## src/rtl/parity_pkg.sv

```systemverilog
// Shared types and constants for the parity scheduler and its parity unit.
package parity_pkg;

   typedef enum logic [1:0] {
      IDLE = 2'd0,
      CALC = 2'd1,
      HOLD = 2'd2
   } sched_state_t;

   localparam logic MODE_EVEN = 1'b0;
   localparam logic MODE_ODD  = 1'b1;

endpackage

```

## src/rtl/parity_unit.sv

```systemverilog
// Combinational parity generator: even mode returns XOR of the word, odd mode its inverse.
module parity_unit #(
   parameter int DW = 4
) (
   input  logic [DW-1:0] data_in,
   input  logic          mode,
   output logic          parity_out
);
   import parity_pkg::*;

   always_comb begin
      parity_out = (mode == MODE_ODD) ? ~(^data_in) : (^data_in);
   end

endmodule

```

## src/rtl/parity_sched.sv

```systemverilog
// Round-robin scheduler sharing one parity unit among NREQ requesters, valid/ready result port.
// Optional macro PARITY_SCHED_CHECK_EN adds exp_par input and out_err output.
module parity_sched
   import parity_pkg::*;
#(
   parameter  int NREQ = 4,
   parameter  int DW   = 4,
   localparam int IDW  = $clog2(NREQ)
) (
   input  logic               clk,
   input  logic               rst_n,
   input  logic [NREQ-1:0]    req,
   input  logic [NREQ*DW-1:0] data,
   input  logic [NREQ-1:0]    mode,
`ifdef PARITY_SCHED_CHECK_EN
   input  logic [NREQ-1:0]    exp_par,
   output logic               out_err,
`endif
   output logic [NREQ-1:0]    req_ack,
   output logic               out_valid,
   input  logic               out_ready,
   output logic               out_parity,
   output logic [IDW-1:0]     out_id,
   output logic               busy
);

   sched_state_t    state_q, state_d;
   logic [IDW-1:0]  rr_ptr_q, rr_ptr_d;
   logic [IDW-1:0]  cap_id_q, cap_id_d;
   logic [DW-1:0]   cap_data_q, cap_data_d;
   logic            cap_mode_q, cap_mode_d;
   logic [NREQ-1:0] req_ack_q, req_ack_d;
   logic            out_valid_q, out_valid_d;
   logic            out_parity_q, out_parity_d;
   logic [IDW-1:0]  out_id_q, out_id_d;
   logic            busy_q, busy_d;
`ifdef PARITY_SCHED_CHECK_EN
   logic            cap_exp_q, cap_exp_d;
   logic            out_err_q, out_err_d;
`endif

   logic [NREQ-1:0] req_rot;
   logic [IDW:0]    grant_off;
   logic [IDW:0]    idx_sum;
   logic [IDW-1:0]  grant_idx;
   logic            grant_found;
   logic            unit_parity;

   parity_unit #(.DW(DW)) u_parity (
      .data_in    (cap_data_q),
      .mode       (cap_mode_q),
      .parity_out (unit_parity)
   );

   // Rotate so rr_ptr lands at bit 0; the lowest set bit of the rotated vector is the winner.
   always_comb begin
      req_rot     = NREQ'({req, req} >> rr_ptr_q);
      grant_found = |req;
      grant_off   = '0;
      for (int k = NREQ - 1; k >= 0; k--) begin
         if (req_rot[k]) begin
            grant_off = (IDW+1)'(k);
         end
      end
      idx_sum   = {1'b0, rr_ptr_q} + grant_off;
      grant_idx = (idx_sum >= (IDW+1)'(NREQ)) ? IDW'(idx_sum - (IDW+1)'(NREQ))
                                              : idx_sum[IDW-1:0];
   end

   always_comb begin
      state_d      = state_q;
      rr_ptr_d     = rr_ptr_q;
      cap_id_d     = cap_id_q;
      cap_data_d   = cap_data_q;
      cap_mode_d   = cap_mode_q;
      req_ack_d    = '0;
      out_valid_d  = out_valid_q;
      out_parity_d = out_parity_q;
      out_id_d     = out_id_q;
`ifdef PARITY_SCHED_CHECK_EN
      cap_exp_d    = cap_exp_q;
      out_err_d    = out_err_q;
`endif
      case (state_q)
         IDLE: begin
            if (grant_found) begin
               cap_id_d = grant_idx;
               for (int i = 0; i < NREQ; i++) begin
                  if (grant_idx == IDW'(i)) begin
                     req_ack_d[i] = 1'b1;
                     cap_data_d   = data[i*DW +: DW];
                     cap_mode_d   = mode[i];
`ifdef PARITY_SCHED_CHECK_EN
                     cap_exp_d    = exp_par[i];
`endif
                  end
               end
               state_d = CALC;
            end
         end
         CALC: begin
            out_parity_d = unit_parity;
            out_id_d     = cap_id_q;
            out_valid_d  = 1'b1;
`ifdef PARITY_SCHED_CHECK_EN
            out_err_d    = unit_parity ^ cap_exp_q;
`endif
            rr_ptr_d     = (cap_id_q == IDW'(NREQ - 1)) ? '0 : cap_id_q + 1'b1;
            state_d      = HOLD;
         end
         HOLD: begin
            if (out_ready) begin
               out_valid_d = 1'b0;
               state_d     = IDLE;
            end
         end
         default: state_d = IDLE;
      endcase
      busy_d = (state_d != IDLE);
   end

   always_ff @(posedge clk) begin
      if (!rst_n) begin
         state_q      <= IDLE;
         rr_ptr_q     <= '0;
         cap_id_q     <= '0;
         cap_data_q   <= '0;
         cap_mode_q   <= MODE_EVEN;
         req_ack_q    <= '0;
         out_valid_q  <= 1'b0;
         out_parity_q <= 1'b0;
         out_id_q     <= '0;
         busy_q       <= 1'b0;
`ifdef PARITY_SCHED_CHECK_EN
         cap_exp_q    <= 1'b0;
         out_err_q    <= 1'b0;
`endif
      end else begin
         state_q      <= state_d;
         rr_ptr_q     <= rr_ptr_d;
         cap_id_q     <= cap_id_d;
         cap_data_q   <= cap_data_d;
         cap_mode_q   <= cap_mode_d;
         req_ack_q    <= req_ack_d;
         out_valid_q  <= out_valid_d;
         out_parity_q <= out_parity_d;
         out_id_q     <= out_id_d;
         busy_q       <= busy_d;
`ifdef PARITY_SCHED_CHECK_EN
         cap_exp_q    <= cap_exp_d;
         out_err_q    <= out_err_d;
`endif
      end
   end

   assign req_ack    = req_ack_q;
   assign out_valid  = out_valid_q;
   assign out_parity = out_parity_q;
   assign out_id     = out_id_q;
   assign busy       = busy_q;
`ifdef PARITY_SCHED_CHECK_EN
   assign out_err    = out_err_q;
`endif

endmodule

```

## config.mk

```make
export PLATFORM = sky130hd
export DESIGN_NAME = parity_sched
export DESIGN_NICKNAME = d
export VERILOG_FILES = /design/src/rtl/parity_pkg.sv /design/src/rtl/parity_unit.sv /design/src/rtl/parity_sched.sv
export SDC_FILE = /design/constraint.sdc
export NUM_CORES = 1
export LEC_CHECK = 0
export ABC_CLOCK_PERIOD_IN_PS = 3900
export BUFFER_PORTS_ARGS = -buffer_cell sky130_fd_sc_hd__buf_2
export CORE_ASPECT_RATIO = 1.2
export CORE_MARGIN = 1
export CORE_UTILIZATION = 43
export DETAILED_ROUTE_END_ITERATION = 12
export MAX_ROUTING_LAYER = met4
export PLACE_DENSITY_LB_ADDON = 0.3
export SLEW_MARGIN = 20
export SYNTH_ARGS = -nofsm -noshare
export SYNTH_HDL_FRONTEND = slang
export SYNTH_SLANG_ARGS = --single-unit
```

## constraint.sdc

```tcl
create_clock -name clk -period 3.9 [get_ports clk]
set_input_delay 0.78 -clock clk [delete_from_list [all_inputs] [get_ports clk]]
set_output_delay 0.78 -clock clk [all_outputs]
set_load 0.1 [all_outputs]
```

==> qor.csv, run 1 <==
metric,value,unit
drt_iter0_drc,13,
clkTransAtPathRegs,0.11,ns
min_path_cells,2,
power,0.7533,mW
critPathCaptureType,flop,
tightest_slew,0.9731,ns
status,"complete, no violations",
vias,1000,
slew_viol_final,0,
core_area,2527,um^2
synth_edf_count,0,
clock_skew,0.004707,ns
critical_path_class,primary input to flop,
synth_top_cell_area_share,34.74,%
hold_viol,0,
relSlewSlack,35.01,%
finalWirelength,2.102,mm
grt_antenna_before_repair,0,
grt_pass1_wl,3.588,mm
cts_root_buf,clkbuf_4,
ys_ff_latch,20,
seq_area_frac_synth,34.74,%
min_to,out_id[0],
grt_max_degree,26,
synth_area_leader_cell,dfxtp_1,
dieArea,2892,um^2
yosys_warnings,0,
reg2reg_slack,0.86,ns
syn_to_final_growth,20.96,%
critPathArrivalTime,3.30,ns
grt_util_met2,28.18,%
final_nets,188,
setup_tns,0,ns
syn-num-nets,155,
fmax,325.1,MHz
cts_htree_levels,1,
wl_per_cell,11.01,um
min_period,3.076,ns
cts_buffer_depth,2,
synth_top_cells_by_count,"20 x dfxtp_1, 14 x nand2_1, 12 x nand3b_1",
synth_area_leaders,"dfxtp_1 35%, nand3b_1 7.8%, a41oi_2 5.6%",
place.gp.congestion,0.8026,
initial_core_util,45.59,%
place_area,1341,um^2
multi_input_comb_area,713.2,um^2
r2r-end,cap_data_q[3],
portBuffers,35,
grt_use_met3,2.584,%
grt_pass1_vias,906,
antenna_left,0,
holdBufCountCts,0,
place_hpwl,1.555,mm
ctsResizeCount,0,
synth_flop_cell,dfxtp_1,
synth_area,1152,um^2
max-cap-violations,0,
syn_inst,126,
cp-start-kind,primary input,
met1_usage,18.37,%
clk_latency,0.30,ns
top_usage_layer,met2,
p_per_area,540.4,nW/um^2
synth_cell_type_count,38,
post-route-cell-area,1394,um^2
drc_errors,0,
reg2reg_from,rr_ptr_q[0],
vias_per_cell,5.236,
ios,36,
rsz0062_at_grt,no,
hp-start,out_id[0],
die_height,58.71,um
async_reset_ff_share,0,%
min_period_over_period,78.86,%
hp-class,flop to flop,
reg2reg_depth,9,
die_width,49.26,um
finalSetupViolations,0,
ir_worst_vdd,0.3202,mV
cts_tree,done,
diodes,0,
drtPass1Iterations,4,
cts_sinks,20,
seqCellArea,400.4,um^2
cts_buffers,3,
critPathRequiredTime,4.12,ns
avgSynthCellArea,9.146,um^2
num_rows,20,
drive_gt1_share,34.18,%
leakage,0.5931,nW
crit_path_max_fanout,16,
post_cts_buffers,0,
grtUsageTotal,16.57,%
fillers,232,
globalRouteOverflowTotal,0,
synth.most_common_cell,dfxtp_1,
[cells by family after synthesis]
family	share of synthesized area, %
xor gates and xnor gates	4.560
muxes	7.926
AOI/OAI and AO/OA	18.57
adders and majority gates	2.171
buffers and inverters	4.450
and+or+nand+nor	27.58
DFF	34.74
[flip-flops by register name, indices dropped and copies added, names as in the netlist]
signal and cells:
busy 1, cap_data_q 4, cap_id_q 2, cap_mode_q 1
out_id 2, out_parity 1, out_valid 1, req_ack 4
rr_ptr_q 2, state_q 2
[report_power, final]
part / internal, mW / switching, mW / leakage [nW]
combinational: 0.130 / 0.197 / 0.401
clock: 0.104 / 0.0633 / 0.0279
sequential: 0.236 / 0.0232 / 0.165
total: 0.470 / 0.283 / 0.593
[metrics by stage]
step	hold WS, ns	utilization, %	std cells	worst slack, ns
5_1_grt	0.5167	55.15	191	0.6451
2_1_floorplan	0.4571	-	126	1.222
3_3_place_gp	0.4538	52.77	187	0.2496
3_5_place_dp	0.4538	53.07	187	0.4774
4_1_cts	0.4699	55.15	191	0.7900
6_report	0.4663	55.15	191	0.8244
[cell type report]
class,instances,share of cell area (%)
clock buffers,3,1.616
clock inverters,1,2.154
inverters,1,0.2693
multi-input cells,97,51.17
flip-flops and latches,20,28.73
well taps,33,2.962
repair buffers,36,13.11
[worst max path at each step]
stage                     start             to  slack (ns)  depth (start not counted)
floorplan                req[0]  cap_data_q[0]        1.22                         10
global placement         req[0]  cap_data_q[3]        0.25                         10
detailed placement       req[0]  cap_data_q[3]        0.48                         10
CTS                      req[0]  cap_data_q[3]        0.79                         10
global route        rr_ptr_q[0]  cap_data_q[3]        0.65                          9
finish                   req[0]  cap_data_q[3]        0.82                         10
[cell usage in the layout, fill, tap and decap left out, drive strengths merged, types with 2 or more instances in the layout]
| master | Yosys | final |
|---|---|---|
| nor2 | 8 | 8 |
| nand2 | 14 | 14 |
| buf | 3 | 36 |
| nor3b | 3 | 3 |
| mux2 | 5 | 5 |
| xnor2 | 5 | 5 |
| dfxtp | 20 | 20 |
| o21a | 2 | 2 |
| nand3b | 12 | 12 |
| o21ai | 7 | 7 |
| nor3 | 3 | 3 |
| clkbuf | 5 | 3 |
| a41oi | 5 | 5 |
| a31oi | 2 | 2 |
| nor4 | 2 | 2 |
| a21boi | 3 | 3 |
| ha | 2 | 2 |
| nand2b | 6 | 6 |
| nor2b | 5 | 5 |
| mux2i | 2 | 2 |
[worst max-delay path: stages]
cell and delay (ns):
buf_2 0.14, nor2_1 0.05, a221oi_1 0.32, a31oi_1 0.07, a211o_2 0.32, ha_1 0.19
xnor2_1 0.16, xnor2_2 0.66, mux2_2 0.41, a41oi_1 0.20
[layer usage]
metal	up-vias	wire, um
li1	514	-
met1	461	943
met2	23	1075
met3	2	67
met4	0	17
met5	-	0
Power figures use the tool's default switching activity.
==> run 2, diff against run 1 <==
- ABC_CLOCK_PERIOD_IN_PS: 3900 -> 3000
- clock period: 3.9 -> 3 ns (I/O delays scaled with it)
==> run 2 against run 1 <==
Clock power is 10% lower. Sequential share of layout area is 0.18 points higher. Wire length is 1.8% lower. Critical path type is now flop to flop. Non-clock buffer count is 2 higher. Utilization is 0.35 points lower. Critical path depth stayed put. Worst hold slack worse by 0.0022 ns. Clock skew is 0.0030 ns higher. Die area stayed put. Sequential cell count stayed put. First-iteration DRC count is 15% lower. Power is 22% higher.
==> qor.csv, run 2 (synthesis gave the netlist of run 1 again) <==
metric,value,unit
crit_path_max_fanout,16,
place.gp.congestion,0.7627,
min_path_cells,2,
grt_antenna_before_repair,0,
place_hpwl,1.575,mm
setup_tns,0,ns
post-route-cell-area,1385,um^2
die_height,58.71,um
grt_pass1_wl,3.629,mm
critical_path_class,flop to flop,
cts_buffer_depth,2,
dieArea,2892,um^2
cts_sinks,20,
min_period,2.672,ns
portBuffers,35,
syn_to_final_growth,20.20,%
drive_gt1_share,34.38,%
max-cap-violations,0,
crit_slowest_cell,dfxtp_1,
grtUsageTotal,16.55,%
post_cts_buffers,0,
drc_errors,0,
multi_input_comb_area,705.7,um^2
critPathMaxStageDelay,0.55,ns
min_period_over_period,89.07,%
finalSetupViolations,0,
final_nets,190,
vias,974,
antenna_left,0,
cts_htree_levels,1,
vias_per_cell,5.047,
drtPass1Iterations,4,
fillers,255,
reg2reg_depth,10,
seqCellArea,400.4,um^2
rsz0062_at_grt,no,
num_rows,20,
relSlewSlack,61.22,%
core_area,2527,um^2
cp-start-kind,flop,
holdBufCountCts,0,
slew_viol_final,0,
critical_path_cell_count,10,
path_common_cell,xnor2_1,
cts_buffers,3,
ios,36,
tightest_slew,0.5817,ns
path_cells,"nor2_1, a221oi_1, a31oi_1, a211o_2, ha_1, xnor2_1, xnor2_1, buf_4, mux2_2, a41oi_1",
final_common_cell,buf_2,
final_cells,193,
mostFrequentLayoutCells,"35 x buf_2, 20 x dfxtp_1, 14 x nand2_1, 12 x nand3b_1, 8 x nor2_1",
cts_root_buf,clkbuf_4,
drt_iter0_drc,11,
initial_core_util,45.59,%
place_area,1349,um^2
ir_worst_vdd,0.3022,mV
ctsResizeCount,0,
grt_pass1_vias,892,
worst-path-buf-inv,1,
p_per_area,661.0,nW/um^2
clkTransAtPathRegs,0.11,ns
fmax,374.2,MHz
status,"complete, no violations",
clock_skew,0.007724,ns
die_width,49.26,um
grt_max_degree,26,
wl_per_cell,10.70,um
critPathCaptureType,flop,
cts_tree,done,
finalWirelength,2.065,mm
critPathArrivalTime,2.90,ns
critPathRequiredTime,3.23,ns
clk_latency,0.29,ns
diodes,0,
cp_top_family,compound AO/OA/AOI/OAI gates,
dp.cells,189,
hp-class,flop to flop,
leakage,0.5890,nW
globalRouteOverflowTotal,0,
hold_viol,0,
[run 2: cell types whose count changed in the layout (fill, tap and decap cells not counted), sizes merged]
cell	change
buf	+2
bufinv	-1
clkbuf	+1
[run 2: cell type report]
class	instances	share of cell area, %
Multi-Input combinational cell	97	50.95
Sequential cell	20	28.91
Timing Repair Buffer	38	14.27
Tap cell	33	2.981
Clock buffer	4	2.620
Inverter	1	0.2710
[run 2: path summary, 6_finish.rpt]
check	slack (ns)	from	endpoint
min reg2reg	0.46	out_id[0]	out_id[0]
min	0.46	out_id[0]	out_id[0]
max	0.33	rr_ptr_q[0]	cap_data_q[3]
max reg2reg	0.33	rr_ptr_q[0]	cap_data_q[3]
[run 2: metal layers]
metal / track usage [%] / wire length (um) / part of all wire [%] / vias to the layer above
met4: 7.983 / 27 / 1.3 / 0
met2: 29.75 / 1029 / 50 / 21
met3: 2.584 / 68 / 3.3 / 2
met1: 17.68 / 940 / 46 / 435
met5: - / 0 / 0 / -
li1: - / - / - / 516
[run 2: worst register-to-register path, cell delays in order, from the launching register on]
cell and delay (ns):
dfxtp_1 0.55, nor2_1 0.09, a221oi_1 0.30, a31oi_1 0.07, a211o_2 0.32, ha_1 0.19
xnor2_1 0.17, xnor2_1 0.14, buf_4 0.23, mux2_2 0.36, a41oi_1 0.19
[run 2: stage by stage]
step / hold slack (ns) / util, % / worst slack (ns) / total power [mW]
2_1_floorplan: 0.4571 / - / 0.5024 / 0.7022
3_3_place_gp: 0.4503 / 53.37 / 0.2208 / 0.7664
3_5_place_dp: 0.4541 / 53.37 / 0.1289 / 0.7766
4_1_cts: 0.4691 / 54.80 / 0.3025 / 0.9298
5_1_grt: 0.5033 / 54.80 / 0.07287 / 0.9786
6_report: 0.4641 / 54.80 / 0.3278 / 0.9155
[run 2: power by group]
part / total [mW] / internal [mW] / leakage [nW] / switching (mW)
Clock: 0.150 / 0.0739 / 0.0210 / 0.0759
Combinational: 0.429 / 0.174 / 0.403 / 0.255
Sequential: 0.336 / 0.306 / 0.165 / 0.0301
==> run 3, diff against run 2 <==
- ABC_CLOCK_PERIOD_IN_PS: 3000 -> 2900
- PLACE_DENSITY_LB_ADDON: 0.3 -> 0.08
- clock period: 3 -> 2.9 ns (I/O delays scaled with it)
==> run 3 against run 2 <==
Highest routed layer unchanged. Via count up 2.1%. Wire length up 2.5%. Clock-buffer cell count down 1. Cell count unchanged.
==> qor.csv, run 3 (synthesis gave the netlist of run 1 again) <==
metric,value,unit
min_period_over_period,89.93,%
timing.critical_path.from,rr_ptr_q[0],
cts_sinks,20,
setup_tns,0,ns
drt_iter0_drc,9,
p_per_area,727.0,nW/um^2
slew_viol_final,0,
grt_max_degree,21,
status,"complete, no violations",
num_rows,20,
antenna_left,0,
finish.utilization,55.99,%
fillers,253,
hp-class,flop to flop,
clock_skew,0.002244,ns
portBuffers,35,
die_width,49.26,um
ios,36,
min_period,2.608,ns
grtUsageTotal,17.14,%
path_cells,"nor2_1, a221oi_1, a31oi_1, a211o_2, ha_1, xnor2_1, xnor2_1, buf_12, mux2_2, a41oi_1",
dieArea,2892,um^2
grt_pass1_wl,3.788,mm
crit_slowest_cell,dfxtp_2,
globalRouteOverflowTotal,0,
relSlewSlack,67.88,%
grt_pass1_vias,935,
drtPass1Iterations,4,
die_height,58.71,um
vias,994,
cts_buffer_depth,2,
cts_tree,done,
holdBufCountCts,0,
place_hpwl,1.648,mm
drive_gt1_share,35.00,%
ir_worst_vdd,0.3301,mV
crit_path_end,cap_data_q[3],
r2r-end,cap_data_q[3],
post_cts_buffers,0,
path_common_cell,xnor2_1,
leakage,0.5996,nW
place.gp.congestion,0.7395,
ctsResizeCount,0,
drc_errors,0,
critPathRequiredTime,3.12,ns
hold_viol,0,
clk_latency,0.29,ns
mostFrequentLayoutCells,"35 x buf_2, 19 x dfxtp_1, 14 x nand2_1, 12 x nand3b_1, 8 x nor2_1",
reg2reg_depth,10,
cts_htree_levels,1,
vias_per_cell,5.150,
cts_root_buf,clkbuf_4,
final_common_cell,buf_2,
critical_path_class,flop to flop,
reg2reg_slack,0.29,ns
core_area,2527,um^2
crit_path_max_fanout,20,
tightest_slew,0.4852,ns
finalSetupViolations,0,
critPathArrivalTime,2.83,ns
finalWirelength,2.116,mm
critPathMaxStageDelay,0.45,ns
syn_to_final_growth,22.80,%
max-cap-violations,0,
initial_core_util,45.59,%
fmax,383.4,MHz
wl_per_cell,10.96,um
cts_buffers,3,
cp-start-kind,flop,
critPathCaptureType,flop,
diodes,0,
rsz0062_at_grt,no,
final_nets,190,
reg2reg_from,rr_ptr_q[0],
power,1.029,mW
clkTransAtPathRegs,0.11,ns
grt_antenna_before_repair,0,
-- run 3: worst max-delay path: cells and delay by family (launching register included) --
kind	cells	cell delay, ns
adders and majority gates	1	0.19
AOI/OAI and AO/OA	4	0.87
DFF	1	0.45
xor gates and xnor gates	2	0.42
and+or+nand+nor	1	0.07
muxes	1	0.34
buffers and inverters	1	0.19
-- run 3: cell type report --
| cell class | instances | area, um^2 | area share, % |
|---|---|---|---|
| Tap cell | 33 | 41.29 | 2.918 |
| Clock inverter | 1 | 30.03 | 2.122 |
| Timing Repair Buffer | 38 | 210.2 | 14.85 |
| Clock buffer | 3 | 22.52 | 1.592 |
| Multi-Input combinational cell | 97 | 705.7 | 49.87 |
| Sequential cell | 20 | 401.6 | 28.38 |
| Inverter | 1 | 3.754 | 0.2653 |
-- run 3: power breakdown --
group          total, mW  switching [mW]  leakage (nW)  internal, mW
Sequential         0.347          0.0300         0.165         0.317
Clock              0.222          0.0821        0.0279         0.139
Combinational      0.460           0.270         0.407         0.190
-- run 3: per-stage QoR --
| step | setup WS, ns | std cells | hold slack [ns] | instance area, um^2 |
|---|---|---|---|---|
| floorplan | 0.4224 | 126 | 0.4571 | 1152 |
| finish | 0.2920 | 193 | 0.4751 | 1415 |
| global placement | 0.09433 | 189 | 0.4483 | 1361 |
| CTS | 0.1622 | 193 | 0.4821 | 1414 |
| global route | 0.08108 | 193 | 0.5265 | 1415 |
| detailed placement | 0.02669 | 189 | 0.4656 | 1361 |
-- run 3: per-layer routing --
metal  track usage (%)  vias up  wire, um  share of wire [%]
li1                  -      517         -                  -
met1             20.45      457       936                 44
met2             29.55       18      1113                 53
met3             2.584        2        57                2.7
met4             5.462        0        10               0.47
met5                 -        -         0                  0
-- run 3: how the worst min path moves through the flow --
stage / startpoint / end / slack [ns] / cells past startpoint
2_1_floorplan: cap_id_q[1] / out_id[1] / 0.46 / 2
3_3_place_gp: out_id[0] / out_id[0] / 0.45 / 2
3_5_place_dp: out_id[1] / out_id[1] / 0.47 / 2
4_1_cts: out_id[1] / out_id[1] / 0.48 / 2
5_1_grt: out_id[0] / out_id[0] / 0.53 / 2
6_report: out_id[1] / out_id[1] / 0.48 / 2
